--- config.mk ---
export PLATFORM = sky130hd
export DESIGN_NAME = ir_queue
export DESIGN_NICKNAME = d
export VERILOG_FILES = /design/src/rtl/ir_pkg.sv /design/src/rtl/ir_fifo_mem.sv /design/src/rtl/ir_queue.sv
export SDC_FILE = /design/constraint.sdc
export NUM_CORES = 1
export LEC_CHECK = 0
export CELL_PAD_IN_SITES_DETAIL_PLACEMENT = 0
export CELL_PAD_IN_SITES_GLOBAL_PLACEMENT = 2
export CORE_MARGIN = 5
export CORE_UTILIZATION = 41
export CTS_BUF_LIST = sky130_fd_sc_hd__clkbuf_4
export DETAILED_ROUTE_END_ITERATION = 10
export MAX_ROUTING_LAYER = met4
export PLACE_DENSITY_LB_ADDON = 0.12
export REMOVE_ABC_BUFFERS = 1
export SYNTH_ARGS = -nofsm -noshare
export SYNTH_HDL_FRONTEND = slang
export SYNTH_SLANG_ARGS = --single-unit
--- constraint.sdc ---
create_clock -name clk -period 2.6 [get_ports clk]
set_input_delay 0.39 -clock clk [delete_from_list [all_inputs] [get_ports clk]]
set_output_delay 0.39 -clock clk [all_outputs]
set_load 0.02 [all_outputs]
--- src/rtl/ir_pkg.sv ---
// Shared constants for the instruction-register prefetch queue and its
// decode consumers: default geometry and the LC-3 opcode field position.
package ir_pkg;

   // Default instruction word width and prefetch queue depth.
   localparam int IR_WIDTH_DEF = 16;
   localparam int IR_DEPTH_DEF = 4;

   // LC-3 opcode field position inside an instruction word.
   localparam int OPC_MSB = 15;
   localparam int OPC_LSB = 12;

   // Extract the opcode field from an LC-3 instruction word.
   function automatic logic [OPC_MSB-OPC_LSB:0] ir_opcode(input logic [IR_WIDTH_DEF-1:0] word);
      return word[OPC_MSB:OPC_LSB];
   endfunction

endpackage : ir_pkg

--- src/rtl/ir_fifo_mem.sv ---
// Prefetch queue storage: DEPTH x WIDTH register array with one synchronous
// write port and one asynchronous read port addressed by the read pointer.
module ir_fifo_mem
   import ir_pkg::*;
#(
   parameter int WIDTH = IR_WIDTH_DEF,
   parameter int DEPTH = IR_DEPTH_DEF
) (
   input  logic                     clk,
   input  logic                     reset,
   input  logic                     we_i,
   input  logic [$clog2(DEPTH)-1:0] waddr_i,
   input  logic [WIDTH-1:0]         wdata_i,
   input  logic [$clog2(DEPTH)-1:0] raddr_i,
   output logic [WIDTH-1:0]         rdata_o
);

   logic [WIDTH-1:0] mem_q [DEPTH];

   // Storage array: cleared on reset so the read port never presents X.
   always_ff @(posedge clk or negedge reset) begin
      if (!reset) begin
         for (int i = 0; i < DEPTH; i++) begin
            mem_q[i] <= {WIDTH{1'b0}};
         end
      end else if (we_i) begin
         mem_q[waddr_i] <= wdata_i;
      end else begin
         mem_q[waddr_i] <= mem_q[waddr_i];
      end
   end

   assign rdata_o = mem_q[raddr_i];

endmodule : ir_fifo_mem

--- src/rtl/ir_queue.sv ---
// Instruction register with a DEPTH-entry prefetch queue in front of it.
// Words arrive from the bus on ldIR; the control FSM consumes IR on advIR.
// IR refills automatically whenever it is invalid. flush discards queued
// words and IR; overflow is a sticky flag for pushes dropped at full.
module ir_queue
   import ir_pkg::*;
#(
   parameter int               WIDTH    = IR_WIDTH_DEF,
   parameter int               DEPTH    = IR_DEPTH_DEF,
   parameter int               BYPASS   = 1,
   parameter logic [WIDTH-1:0] IR_RESET = {WIDTH{1'b0}}
) (
   input  logic                       clk,
   input  logic                       reset,
   input  logic                       ldIR,
   input  logic [WIDTH-1:0]           Buss,
   input  logic                       advIR,
   input  logic                       flush,
   output logic [WIDTH-1:0]           IR,
   output logic                       irValid,
   output logic [$clog2(DEPTH+1)-1:0] count,
   output logic                       full,
   output logic                       empty,
   output logic                       overflow
);

   localparam int             PW       = $clog2(DEPTH);
   localparam int             CW       = $clog2(DEPTH+1);
   localparam logic [CW-1:0]  DEPTH_C  = CW'(DEPTH);
   localparam logic [CW-1:0]  CNT_ZERO = CW'(0);
   localparam logic [CW-1:0]  CNT_ONE  = CW'(1);
   localparam logic [PW-1:0]  PTR_ZERO = PW'(0);
   localparam logic [PW-1:0]  PTR_ONE  = PW'(1);
   localparam logic           BYP_EN   = (BYPASS != 0);

   // Architectural state and its next-state values.
   logic [PW-1:0]    wptr_q,  wptr_d;
   logic [PW-1:0]    rptr_q,  rptr_d;
   logic [CW-1:0]    count_q, count_d;
   logic [WIDTH-1:0] ir_q,    ir_d;
   logic             valid_q, valid_d;
   logic             full_q,  full_d;
   logic             empty_q, empty_d;
   logic             ovf_q,   ovf_d;

   // Per-edge events.
   logic             pop_req_s;
   logic             q_nonempty_s;
   logic             pop_q_s;
   logic             bypass_s;
   logic             push_try_s;
   logic             push_acc_s;
   logic             drop_s;
   logic             mem_we_s;
   logic [WIDTH-1:0] rdata_s;

   // IR wants a new word when it is being consumed or holds nothing.
   assign pop_req_s    = advIR | ~valid_q;
   assign q_nonempty_s = (count_q != CNT_ZERO);
   assign pop_q_s      = pop_req_s & q_nonempty_s;
   // A word arriving into an empty queue while IR wants a refill skips the queue.
   assign bypass_s     = BYP_EN & pop_req_s & ~q_nonempty_s & ldIR;
   assign push_try_s   = ldIR & ~bypass_s;
   // A pop on the same edge frees the slot, so a push at full still fits.
   assign push_acc_s   = push_try_s & ((count_q != DEPTH_C) | pop_q_s);
   assign drop_s       = push_try_s & ~push_acc_s;

   ir_fifo_mem #(
      .WIDTH (WIDTH),
      .DEPTH (DEPTH)
   ) u_mem (
      .clk     (clk),
      .reset   (reset),
      .we_i    (mem_we_s),
      .waddr_i (wptr_q),
      .wdata_i (Buss),
      .raddr_i (rptr_q),
      .rdata_o (rdata_s)
   );

   // Next-state logic: flush wins over refill, push and overflow detection.
   always_comb begin
      wptr_d   = wptr_q;
      rptr_d   = rptr_q;
      count_d  = count_q;
      ir_d     = ir_q;
      valid_d  = valid_q;
      ovf_d    = ovf_q;
      mem_we_s = 1'b0;
      if (flush) begin
         wptr_d  = PTR_ZERO;
         rptr_d  = PTR_ZERO;
         count_d = CNT_ZERO;
         ir_d    = IR_RESET;
         valid_d = 1'b0;
         ovf_d   = ovf_q;
      end else begin
         mem_we_s = push_acc_s;
         if (push_acc_s) begin
            wptr_d = wptr_q + PTR_ONE;
         end else begin
            wptr_d = wptr_q;
         end
         if (pop_q_s) begin
            ir_d    = rdata_s;
            valid_d = 1'b1;
            rptr_d  = rptr_q + PTR_ONE;
         end else if (bypass_s) begin
            ir_d    = Buss;
            valid_d = 1'b1;
         end else if (pop_req_s) begin
            valid_d = 1'b0;
         end else begin
            valid_d = valid_q;
         end
         if (drop_s) begin
            ovf_d = 1'b1;
         end else begin
            ovf_d = ovf_q;
         end
         case ({push_acc_s, pop_q_s})
            2'b10:   count_d = count_q + CNT_ONE;
            2'b01:   count_d = count_q - CNT_ONE;
            default: count_d = count_q;
         endcase
      end
      full_d  = (count_d == DEPTH_C);
      empty_d = (count_d == CNT_ZERO);
   end

   // State register: asynchronous clear to the idle, empty condition.
   always_ff @(posedge clk or negedge reset) begin
      if (!reset) begin
         wptr_q  <= PTR_ZERO;
         rptr_q  <= PTR_ZERO;
         count_q <= CNT_ZERO;
         ir_q    <= IR_RESET;
         valid_q <= 1'b0;
         full_q  <= 1'b0;
         empty_q <= 1'b1;
         ovf_q   <= 1'b0;
      end else begin
         wptr_q  <= wptr_d;
         rptr_q  <= rptr_d;
         count_q <= count_d;
         ir_q    <= ir_d;
         valid_q <= valid_d;
         full_q  <= full_d;
         empty_q <= empty_d;
         ovf_q   <= ovf_d;
      end
   end

   assign IR       = ir_q;
   assign irValid  = valid_q;
   assign count    = count_q;
   assign full     = full_q;
   assign empty    = empty_q;
   assign overflow = ovf_q;

endmodule : ir_queue
== After elaboration in Yosys (flattened, before gate mapping) ==
Cells that the tools add are included.

* Add/sub/neg operators: 4
* Multipliers: 0
* Divide/modulo/power cells: 0
* Magnitude comparators: 3
* Eq/ne operators: 4
* Shift-type cells: 0
* Mux-type cells: 25
* Bitwise operators: 15
* Reductions and logical operators: 8

{| class="wikitable"
|+ Operator list
! kind !! number
|-
| 64-bit bitwise mux || 2
|-
| 16-bit 2-to-1 mux || 8
|-
| 16-bit binary-select mux with 2-bit select || 2
|-
| 64-bit 2-to-1 mux || 1
|-
| 16-bit demux with 2-bit select || 1
|-
| 2-bit 2-to-1 mux || 4
|-
| 1-bit bitwise AND || 6
|-
| 3-bit greater-or-equal comparator (second input constant) || 2
|-
| 2-bit NOT with 3-bit output || 2
|-
| 3-bit one-hot mux with 2 select lines || 1
|-
| 3-bit nonzero test || 2
|-
| 1-bit 2-to-1 mux || 5
|-
| 1-bit NOT || 5
|-
| 2-bit by 1-bit adder with 2-bit output (second input constant) || 2
|-
| 2-bit nonzero test || 2
|-
| 4-bit nonzero test || 1
|-
| 3-bit by 1-bit adder with 3-bit output (second input constant) || 1
|-
| 3-bit equality test (second input constant) || 1
|-
| 3-bit zero test || 1
|-
| 3-bit by 1-bit less-than comparator with 1-bit output (second input constant) || 1
|-
| 3-bit 2-to-1 mux || 1
|-
| 3-bit inequality test (second input constant) || 1
|-
| 3-bit by 1-bit subtractor with 3-bit output (second input constant) || 1
|-
| 2-bit by 1-bit equality test with 1-bit output (second input constant) || 1
|-
| other kinds (4) || 5
|}

* Bits in registers: 91
* Latch bits: 0
* Memory bits (writable): 0
* ROM bits: 0
* Input bits: 21
* Logic and storage cells: 71
* Memories kept: 0

== Logic depth before layout (Yosys ltp) ==
* Word-level depth: 11
* Depth in mapped cells: 12
* Mapped depth without buffers: 11

== Cells and area by module ==
A second synthesis with hierarchy kept.

* Cell total of the unflattened synthesis: 320
* Area total of the unflattened synthesis: 4312.9 µm²

{| class="wikitable"
|+ By module, submodules not included
! module !! times used !! cells an instance !! area an instance (µm²) !! seq. area each (µm²)
|-
| ir_fifo_mem || 1 || 156 || 2792.7 || 1601.5
|-
| ir_queue || 1 || 164 || 1520.2 || 676.9
|}

== Worst setup path after synthesis ==
Ideal clock, no wire load.

* Kind: register -> register
* Start point: register valid_q (netlist: irValid)
* End point: register full_q (netlist: full)
* Arrival time: 2.406 ns
* Required time: 2.468 ns
* Slack: 0.061 ns
* Stages on the path, launching flop included: 11
* Path buffers: 1
* Clock period less this slack: 2.539 ns
* Cells stage by stage: dfrtp_1 nor2b_4 buf_6 xnor2_2 a21boi_0 inv_1 ha_1 fa_1 nor2_1 a221oi_1 nor3_1

* Longest elaborated chain between the ends: 11

{| class="wikitable"
|+ Ends and longest elaborated chain
! what !! line !! source
|-
| from (decl) || ir_queue.sv:41 || <nowiki>logic valid_q, valid_d;</nowiki>
|-
| from (signal assigned) || ir_queue.sv:147 || <nowiki>valid_q <= valid_d;</nowiki>
|-
| 1-bit NOT (*) || ir_queue.sv:58 || <nowiki>assign pop_req_s = advIR | ~valid_q;</nowiki>
|-
| 1-bit bitwise OR (*) || ir_queue.sv:58 ||
|-
| 1-bit bitwise AND (2 in series) || ir_queue.sv:62 || <nowiki>assign bypass_s = BYP_EN & pop_req_s & ~q_nonempty_s & ldIR;</nowiki>
|-
| 1-bit NOT || ir_queue.sv:63 || <nowiki>assign push_try_s = ldIR & ~bypass_s;</nowiki>
|-
| 1-bit bitwise AND || ir_queue.sv:63 ||
|-
| 1-bit bitwise AND || ir_queue.sv:65 || <nowiki>assign push_acc_s = push_try_s & ((count_q != DEPTH_C) | pop_q_s);</nowiki>
|-
| 2-bit by 1-bit equality test with 1-bit output / 2-bit equality test (equally long branches) || ir_queue.sv:121 || <nowiki>case ({push_acc_s, pop_q_s})</nowiki>
|-
| 3-bit one-hot mux with 2 select lines (*) || ir_queue.sv:121 ||
|-
| 3-bit 2-to-1 mux (*) || ir_queue.sv:90 || <nowiki>if (flush) begin</nowiki>
|-
| 3-bit equality test (*) || ir_queue.sv:127 || <nowiki>full_d = (count_d == DEPTH_C);</nowiki>
|-
| net full_d || ir_queue.sv:42 || <nowiki>logic full_q, full_d;</nowiki>
|-
| to (signal assigned) || ir_queue.sv:148 || <nowiki>full_q <= full_d;</nowiki>
|-
| to (decl) || ir_queue.sv:42 ||
|}

Mark *: on every way through the listed nets, which the timed path passes. The rest lies on a longest branch.
A chain may end at the register's enable or synchronous reset.

== Worst setup path in the final report ==
Same ends and word-level chain as after synthesis.

==> results.py <==
metrics = {
    "timing": {
        "max_freq_mhz": 431,
        "rsz0062_at_grt": "no",
        "drv_slew": 0,
        "setup_viol": 0,
        "maxSlewHeadroom_pct": 61.5,
        "period_needed_ps": 2320,
        "worst_slew_pin_slew_ps": 578,
        "layout_worst_path_cycle_share_pct": 89.2,
        "hold_viol": 0,
        "clock_skew_ps": 17.2,
    },
    "logic_synthesis": {
        "synth_area_per_cell_um2": 12.0,
        "synthArstFlopShare_pct": 100,
        "ys_ff_latch": 91,
        "syn_area_um2": 4680,
        "yosys.area.top_type_share_pct": 48.1,
        "ys_seq_area_share_pct": 48.7,
        "netlist_instances": 389,
        "synth_warnings": 0,
        "synth_edf_count": 0,
        "synth_area_leaders": "dfrtp_1 (48%), mux4_2 (15%), nor2_1 (7.4%)",
        "synthFlopType": "dfrtp_1",
        "synth_largest_area_cell": "dfrtp_1",
        "synth_cell_type_count": 33,
    },
    "global_route": {
        "grt_pass1_wl_um": 17600,
        "antenna_found_initial": 0,
        "overflow": 0,
        "grt_pass1_vias": 3259,
        "grt_max_degree": 42,
        "grt_use_total_pct": 17.9,
    },
    "detailed_routing": {
        "wl_um": 10900,
        "routed_via_density": 5.42,
        "route.detailed.drc": 0,
        "dr.pass1.iters": 4,
        "ant_nets": 0,
        "first_iter_violations": 175,
        "wl_per_cell_um": 18.6,
        "vias": 3175,
    },
    "run_status": {
        "status": "completed",
    },
    "clock_network": {
        "insertion_delay_ps": 470,
        "clkTransAtPathRegs_ps": 130,
        "cts_sinks": 91,
        "cts_buffers": 9,
        "clk_path_buf_depth": 2,
        "clock-root-buffer": "clkbuf_4",
        "cts_tree": "yes",
        "cts.htree.levels": 3,
    },
    "power": {
        "comb_power_share_pct": 52.3,
        "switching_share_pct": 40.1,
        "p_total_uw": 6330,
        "power.share.clock_pct": 11.1,
        "leakage_uw": 0.00209,
        "power.switching_uw": 2540,
        "vdd_drop_max_mv": 0.443,
        "seq_power_share_pct": 36.6,
        "internal_power_uw": 3790,
        "p_per_area_nw_per_um2": 1160,
    },
    "floorplanning": {
        "fp.dieW_um": 117,
        "start_util_pct": 41.3,
        "fp.dieArea_um2": 13700,
        "core_area_um2": 11300,
        "rows": 39,
        "ios": 44,
        "die_h_um": 117,
    },
    "final_layout": {
        "seq_area_um2": 2280,
        "multi_input_comb_area_um2": 2220,
        "nFillCells": 1073,
        "syn_to_final_growth_pct": 16.6,
        "final_nets": 465,
        "final_cell_mix": "nor2_1 (91), dfrtp_1 (90), a21oi_1 (65)",
        "n_antenna_cell": 0,
        "final_common_cell": "nor2_1",
        "layout-drive-gt1-share_pct": 19.4,
        "fin_util_pct": 48.2,
    },
    "setup_path": {
        "worstPathRequired_ps": 2950,
        "start_kind": "flip-flop",
        "end_kind": "flip-flop",
        "crit_path_start": "irValid$_DFFE_PN0P_",
        "arrival_ps": 2660,
        "worst-path-buf-inv": 1,
        "path_class": "flip-flop to flip-flop",
        "crit_path_top_delay_cell": "fa_1",
        "rr_startpoint": "irValid$_DFFE_PN0P_",
        "critical-path-top-delay-family": "adder cells",
        "crit_path_cell_trace": "nor2b_4, xnor2_2, a21boi_1, inv_1, ha_1, fa_1, nor2_1, a221oi_1, nor3_1",
        "crit_fanout": 3,
        "cp_slowest_stage_delay_ps": 500,
    },
    "placement": {
        "hpwlAfterDp_um": 7170,
        "place_congestion": 0.739,
        "portBuffers": 43,
    },
    "min_path": {
        "worstHoldPathType": "input pin to async pin",
    },
    "job": {
        "cap_violations": 0,
    },
}
-- power groups by stage --
stage / sequential, uW / clock [uW] / combinational (uW)
floorplan: 2500 / 0 / 2100
global placement: 2320 / 0 / 3310
detailed placement: 2350 / 0 / 3350
CTS: 2320 / 736 / 3360
global route: 2400 / 779 / 3630
finish: 2320 / 705 / 3310
-- routing by layer --
layer / GRT usage (%) / part of all wire (%) / up-vias
li1: - / - / 1500
met1: 24.0 / 47 / 1607
met2: 27.5 / 47 / 54
met3: 2.47 / 3.0 / 14
met4: 7.34 / 2.1 / 0
met5: - / 0 / -
-- kinds of logic (layout without fill, tap and decap cells) --
family	Yosys count	count (layout)	share of synthesized area, %
simple gates	101	101	8.69
xor+xnor	7	7	1.47
mux	65	65	25.1
flops	91	91	48.7
fa+ha+maj	6	6	1.76
compound gates	86	86	10.4
buf+inv	33	87	3.85
-- cell type report --
cell class	instances	area share, %
multi-input combinational	265	40.8
sequential	91	41.8
clock buffer	12	1.65
tap	143	3.28
timing repair buffer	68	12.0
clock inverter	4	0.321
inverter	3	0.206
-- synth_stat cells, types with 4 or more instances --
master / n
mux2i_4: 10
dfrtp_1: 90
nor2_1: 92
a211oi_1: 15
mux4_2: 32
mux2i_1: 23
xnor2_1: 4
buf_2: 5
clkbuf_1: 16
a21oi_1: 65
ha_1: 5
-- worst register-to-register path, stage by stage (launching register included) --
cell and delay (ps):
dfrtp_1 420, nor2b_4 150, xnor2_2 130, a21boi_1 220, inv_1 80, ha_1 220
fa_1 500, nor2_1 40, a221oi_1 360, nor3_1 90
-- through the flow --
step	setup slack [ps]	instances	hold WS [ps]	cell area, um^2	setup TNS (ps)
2_1_floorplan	114	359	94.4	4510	0
3_3_place_gp	-104	569	439	5340	-228
3_5_place_dp	-227	569	437	5340	-521
4_1_cts	201	586	456	5460	0
5_1_grt	69.5	586	485	5460	0
6_report	280	586	445	5460	0
-- state kept, by name, summed over array words and instances (netlist names) --
signal and flops:
empty 1, irValid 1, count 3, IR 16
full 1, u_mem.mem_q 64, rptr_q 2, wptr_q 2
overflow 1
-- worst paths after layout --
path | endpoint | slack [ps] | depth (start not counted)
setup / recovery | full$_DFF_PN0_ | 280 | 9
hold / removal | IR[0]$_DFFE_PN0P_ | 450 | 2
setup reg to reg | full$_DFF_PN0_ | 280 | 9
hold reg to reg | overflow$_DFFE_PN0P_ | 510 | 1
max in group asynchronous | u_mem.mem_q[19]$_DFFE_PN0P_ | 1520 | 3
min in group clk | overflow$_DFFE_PN0P_ | 510 | 1
-- timing repair --
item / 4_1_cts / 5_1_grt
hold buffers: 1 / 0
buffers inserted: 0 / 0
endpoints found under the hold margin: 38 / 0
resized for setup: 0 / 1
setup endpoints to repair: 0 / 1
(Power assumes the default switching activity.)
==> RTL change 1 (same flow settings) <==
Set the parameter `BYPASS` to 0 (it was 1).
--- a/src/rtl/ir_queue.sv
+++ b/src/rtl/ir_queue.sv
@@ -7,7 +7,7 @@
 #(
    parameter int               WIDTH    = IR_WIDTH_DEF,
    parameter int               DEPTH    = IR_DEPTH_DEF,
-   parameter int               BYPASS   = 1,
+   parameter int               BYPASS   = 0,
    parameter logic [WIDTH-1:0] IR_RESET = {WIDTH{1'b0}}
 ) (
    input  logic                       clk,
Function: changed (a bounded check fails within 4 cycles, from zero or initial values and one cycle with reset low).
==> RTL change 1 against the unedited design <==
- global-route usage decreased by 0.99 points
- sequential cell count unchanged
- combinational power is 22% lower
- total power down 9.0%
- design area down 3.5%
- count of clock-buffer cells in the layout shrank 2
- setup slack worse by 0.091 ns
- via count fell by 8.1%
- critical path depth unchanged
- critical endpoint unchanged
- sequential share of layout area is 1.5 points higher
- routed wire length is 8.0% lower
- sequential power is 5% higher
- synthesized area fell by 5.2%
==> RTL change 1: results (changes against the unedited design) <==
The flow ran to the end, and the final reports show no timing, DRC or antenna violations. For the number of cells in the design after placement, the log shows 537 (-5.6%). The global-route wire length before repair is 16370 µm (-7.2%), and the share of the yosys chip area belonging to registers is 51.32% (+2.6 points).

The non-clock buffering overhead in the final layout is 12.64% (+0.62 points). The final hold slack came out at 0.4511 ns (+0.005875 ns). By area the synthesized netlist is led by dfrtp_1, mux4_2, a21oi_1. The clock network latency to the later pin of the worst-skew pair was 0.42 ns (-0.05 ns).

The detailed route wirelength on metal2 was 4964 µm (-3.8%). The tools report the combinational gate power as 2.58 mW (-22%). The multi-input logic cell count was 231 (-13%); the power density normalized to cell area was 1093 mW/mm² (-5.8%). The met1 demand-to-capacity share in global routing is 22.65% (-1.4 points), and the proportion of cell area occupied by multi-input gates is 38.17% (-2.6 points).

The run gives 16.87% (-0.99 points) as the aggregate global-route resource usage. The commonest cells after synthesis are dfrtp_1, nor2_1, a21oi_1, mux4_2, a22o_1. For the peak supply drop, the log shows 0.3640 mV (-18%). The detailed router's first-iteration violation count came out at 155 (-11%). The tools report the reg2reg setup slack as 0.19 ns (-0.09 ns).

For the count of flip-flops and latches, the log shows 91 (unchanged). The startpoint of the lowest-slack register-to-register path is count[0]. The total via count after detailed routing was 2917 (-8.1%); the number of inverters outside the clock class in the layout was 5 (+2).

The number of global-route vias before repair came out at 3008 (-7.7%). The post-synthesis share of cell area spent on xor and xnor gates is 0.9865% (-0.48 points), and the post-detailed-routing wire length is 10020 µm (-8.0%). The power in the clock group was 738 µW (+4.7%); the number of fill cells in the layout was 990 (-7.7%). The tools report the maximum number of pins on one net before global-route repair as 58 (+38%). The tools report the count of unique library cells instantiated by Yosys as 31 (-6.1%). The actual slew at the worst max-slew pin was 0.6180 ns (+0.04004 ns). The non-clock buffer count in the final layout came out at 71 (+4.4%). The logs give 26.74% (-0.76 points) for the global routing met2 resource utilization and 552 (-5.8%) for the final instance count without filler cells. The leakage power figure is 2.079 nW (-0.62%). The weighted congestion reported at the end of routability-driven placement is 0.8055 (+9.0%), and the total of clock buffers placed in the layout is 10 (-2).

The met3 layer usage reported by global route is 2.484% (+0.016 points), and the maximum fanout encountered on the critical timing path is 6 (+3). The clock network contribution to total cell area was 2.257% (+0.28 points). The portion of netlist area occupied by mux cells was 23.11% (-2.0 points); the post-synthesis area per instance was 12.61 µm² (+4.8%). The estimated wirelength of the detail-placed design was 6689 µm (-6.8%). Proportion of layout cells with a drive suffix above 1: 21.60% (+2.2 points).
[RTL change 1: metrics by stage]
step	cell area, µm²	TNS, ns
global route	5268	0
global placement	5139	-0.1445
detailed placement	5139	-0.2996
finish	5268	0
floorplan	4302	0
CTS	5268	0
[RTL change 1: how the worst max path moves through the flow]
stage | startpoint | to | slack (ns) | depth (start not counted)
final | count[0] | full | 0.19 | 9
after global routing | count[0] | full | 0.03 | 9
after CTS | count[0] | full | 0.20 | 9
after detailed placement | advIR | full | -0.16 | 10
after global placement | advIR | full | -0.10 | 10
after floorplan | count[0] | u_mem.mem_q[0] | 0.06 | 4
[RTL change 1: critical path, stage by stage, from the launching register on]
cell     delay [ns]
dfrtp_1        0.51
nor2_2         0.09
a31oi_1        0.26
inv_1          0.08
ha_1           0.23
fa_1           0.38
xnor2_1        0.15
or3_1          0.30
a21oi_1        0.21
nor2b_1        0.15
==> RTL change 2 (config.mk and constraints unchanged) <==
Without the edit above. Put one more register stage on the output `overflow`. The value now appears one clock later. The other outputs are not delayed to match.
--- a/src/rtl/ir_queue.sv
+++ b/src/rtl/ir_queue.sv
@@ -156,6 +156,8 @@
    assign count    = count_q;
    assign full     = full_q;
    assign empty    = empty_q;
-   assign overflow = ovf_q;
+   always_ff @(posedge clk) begin
+      overflow <= ovf_q;
+   end
 
 endmodule : ir_queue
Function: changed (Yosys sat finds a counterexample within 10 cycles, from zero or initial values and one cycle with reset low).
==> RTL change 2 against the unedited design <==
- maximum frequency down 0.87%
- design area grew 1.2%
- combinational power barely moved
- total power up 3.2%
- non-clock buffer count shrank 2
- synthesized area increased by 0.43%
- setup slack got worse by 0.020 ns
- sequential cell count rose by 1
- routed wire length down 1.5%
- critical endpoint unchanged
- highest routed layer unchanged
==> RTL change 2: results (changes against the unedited design) <==
The clock network contribution to total cell area was 2.788% (+0.82 points); the final instance count without filler cells was 585 (-0.17%). The run finished with clean final reports. The number of nets in the final layout was 464 (-0.22%); the net switching share of the total power was 38.76% (-1.4 points). Tracing the worst setup path back leads to its startpoint at count[2]. Total via count after detailed routing: 3130 (-1.4%). In the post-synthesis netlist, the biggest area contributors are dfrtp_1, mux4_2, nor2_1.

Clock-pin slew of the registers on the worst-case setup and hold paths: 0.16 ns (+0.03 ns). The global-route wire length before repair was 17470 µm (-0.94%). The share of synthesized registers carrying an async set or reset is 98.91% (-1.1 points), and the maximum number of pins on one net before global-route repair is 57 (+36%). The worst hold path belongs to the class reg2reg. The run gives 568 (-0.18%) as the number of cells in the design after placement. The number of instances resized during post-cts repair is 0 (unchanged), and the share of the yosys chip area belonging to registers is 48.90% (+0.22 points). Maximum fanout encountered on the critical timing path: 6 (+3).

The adder-cell area share of the yosys netlist was 1.757% (-0.0075 points). The area occupied by registers came out at 0.002298 mm² (+0.88%). For the peak supply drop, the log shows 0.7583 mV (+71%). Number of buffers on the longest clock path: 2 (unchanged).

The portion of netlist area occupied by mux cells is 25.02% (-0.11 points), and the logic depth of the worst register-to-register path is 8 (-1). The flop and latch count out of synthesis works out to 92 (+1.1%). The setup skew after layout is 0.02677 ns (+0.009518 ns). The non-clock buffering overhead in the final layout was 11.83% (-0.18 points). The number of fill cells in the layout is 1041 (-3.0%), and the count of unique library cells instantiated by Yosys is 34 (+3.0%). The aggregate global-route resource usage is 17.68% (-0.18 points), and the placed standard-cell area is 0.005356 mm² (+0.33%). For the data arrival time of the critical path, the log shows 2.69 ns (+0.03 ns). The post-synthesis share of cell area spent on xor and xnor gates works out to 1.464% (-0.0063 points). Proportion of layout cells with a drive suffix above 1: 19.23% (-0.18 points). The non-clock buffer count in the final layout works out to 66 (-2.9%).

Estimated wirelength of the detail-placed design: 7158 µm (-0.22%). The post-synthesis area per instance was 12.05 µm² (+0.17%). The proportion of cell area occupied by multi-input gates came out at 40.30% (-0.47 points).

The post-detailed-routing wire length came out at 10730 µm (-1.5%). Worst relative slew slack: 66.73% (+5.3 points). The combinational gate power was 3.30 mW (about the same); the reg2reg setup slack was 0.26 ns (-0.02 ns). The number of I/O port buffers is 43 (unchanged). The number of buffers created by CTS is 9 (unchanged), and the time the final worst path needs with I/O delays and setup is 2.340 ns (+0.02028 ns). The total of clock buffers placed in the layout was 10 (-2); the detailed router's first-iteration violation count was 126 (-28%). The flip-flop count of the largest register after layout was 64 (unchanged); the clock network fraction of design power was 13.6% (+2.5 points). The compound-gate portion of the synthesized area is 10.38% (-0.044 points).

The tools report the weighted congestion reported at the end of routability-driven placement as 0.7522 (+1.8%). The worst slack at placement is -0.1730 ns (+0.05409 ns), and the final hold slack is 0.4012 ns (-0.04403 ns). The leakage power figure was 2.115 nW (+1.1%). Post-route total power: 6.532 mW (+3.2%).
## RTL change 2: cell count changes in the layout (fill, tap and decap cells not counted)
cell       change
buf_12         +1
bufinv_16      +2
dfxtp_1        +1
clkinv_1       -1
clkinv_2       +1
a21boi_1       -1
a21boi_0       +1
buf_4          -3
clkbuf_4       -2
## RTL change 2: worst max-delay path by stage
stage / cells after the start / end
2_1_floorplan: 9 / full
3_3_place_gp: 10 / full
3_5_place_dp: 10 / full
4_1_cts: 8 / full
5_1_grt: 8 / full
6_report: 8 / full
## RTL change 2: routing by layer
metal	vias to the layer above	GRT usage [%]	share of wire [%]
met3	10	3.548	4.7
met4	0	5.505	0.97
met2	55	28.29	49
li1	1507	-	-
met5	-	-	0
met1	1558	22.85	45
## RTL change 2: worst max-delay path, cell delays in order, from the launching register on
cell and delay (ns):
dfrtp_1 0.50, xnor2_2 0.18, a21boi_0 0.27, inv_1 0.08, ha_1 0.23, fa_1 0.51, nor2_1 0.05, a221oi_1 0.33
nor3_1 0.08
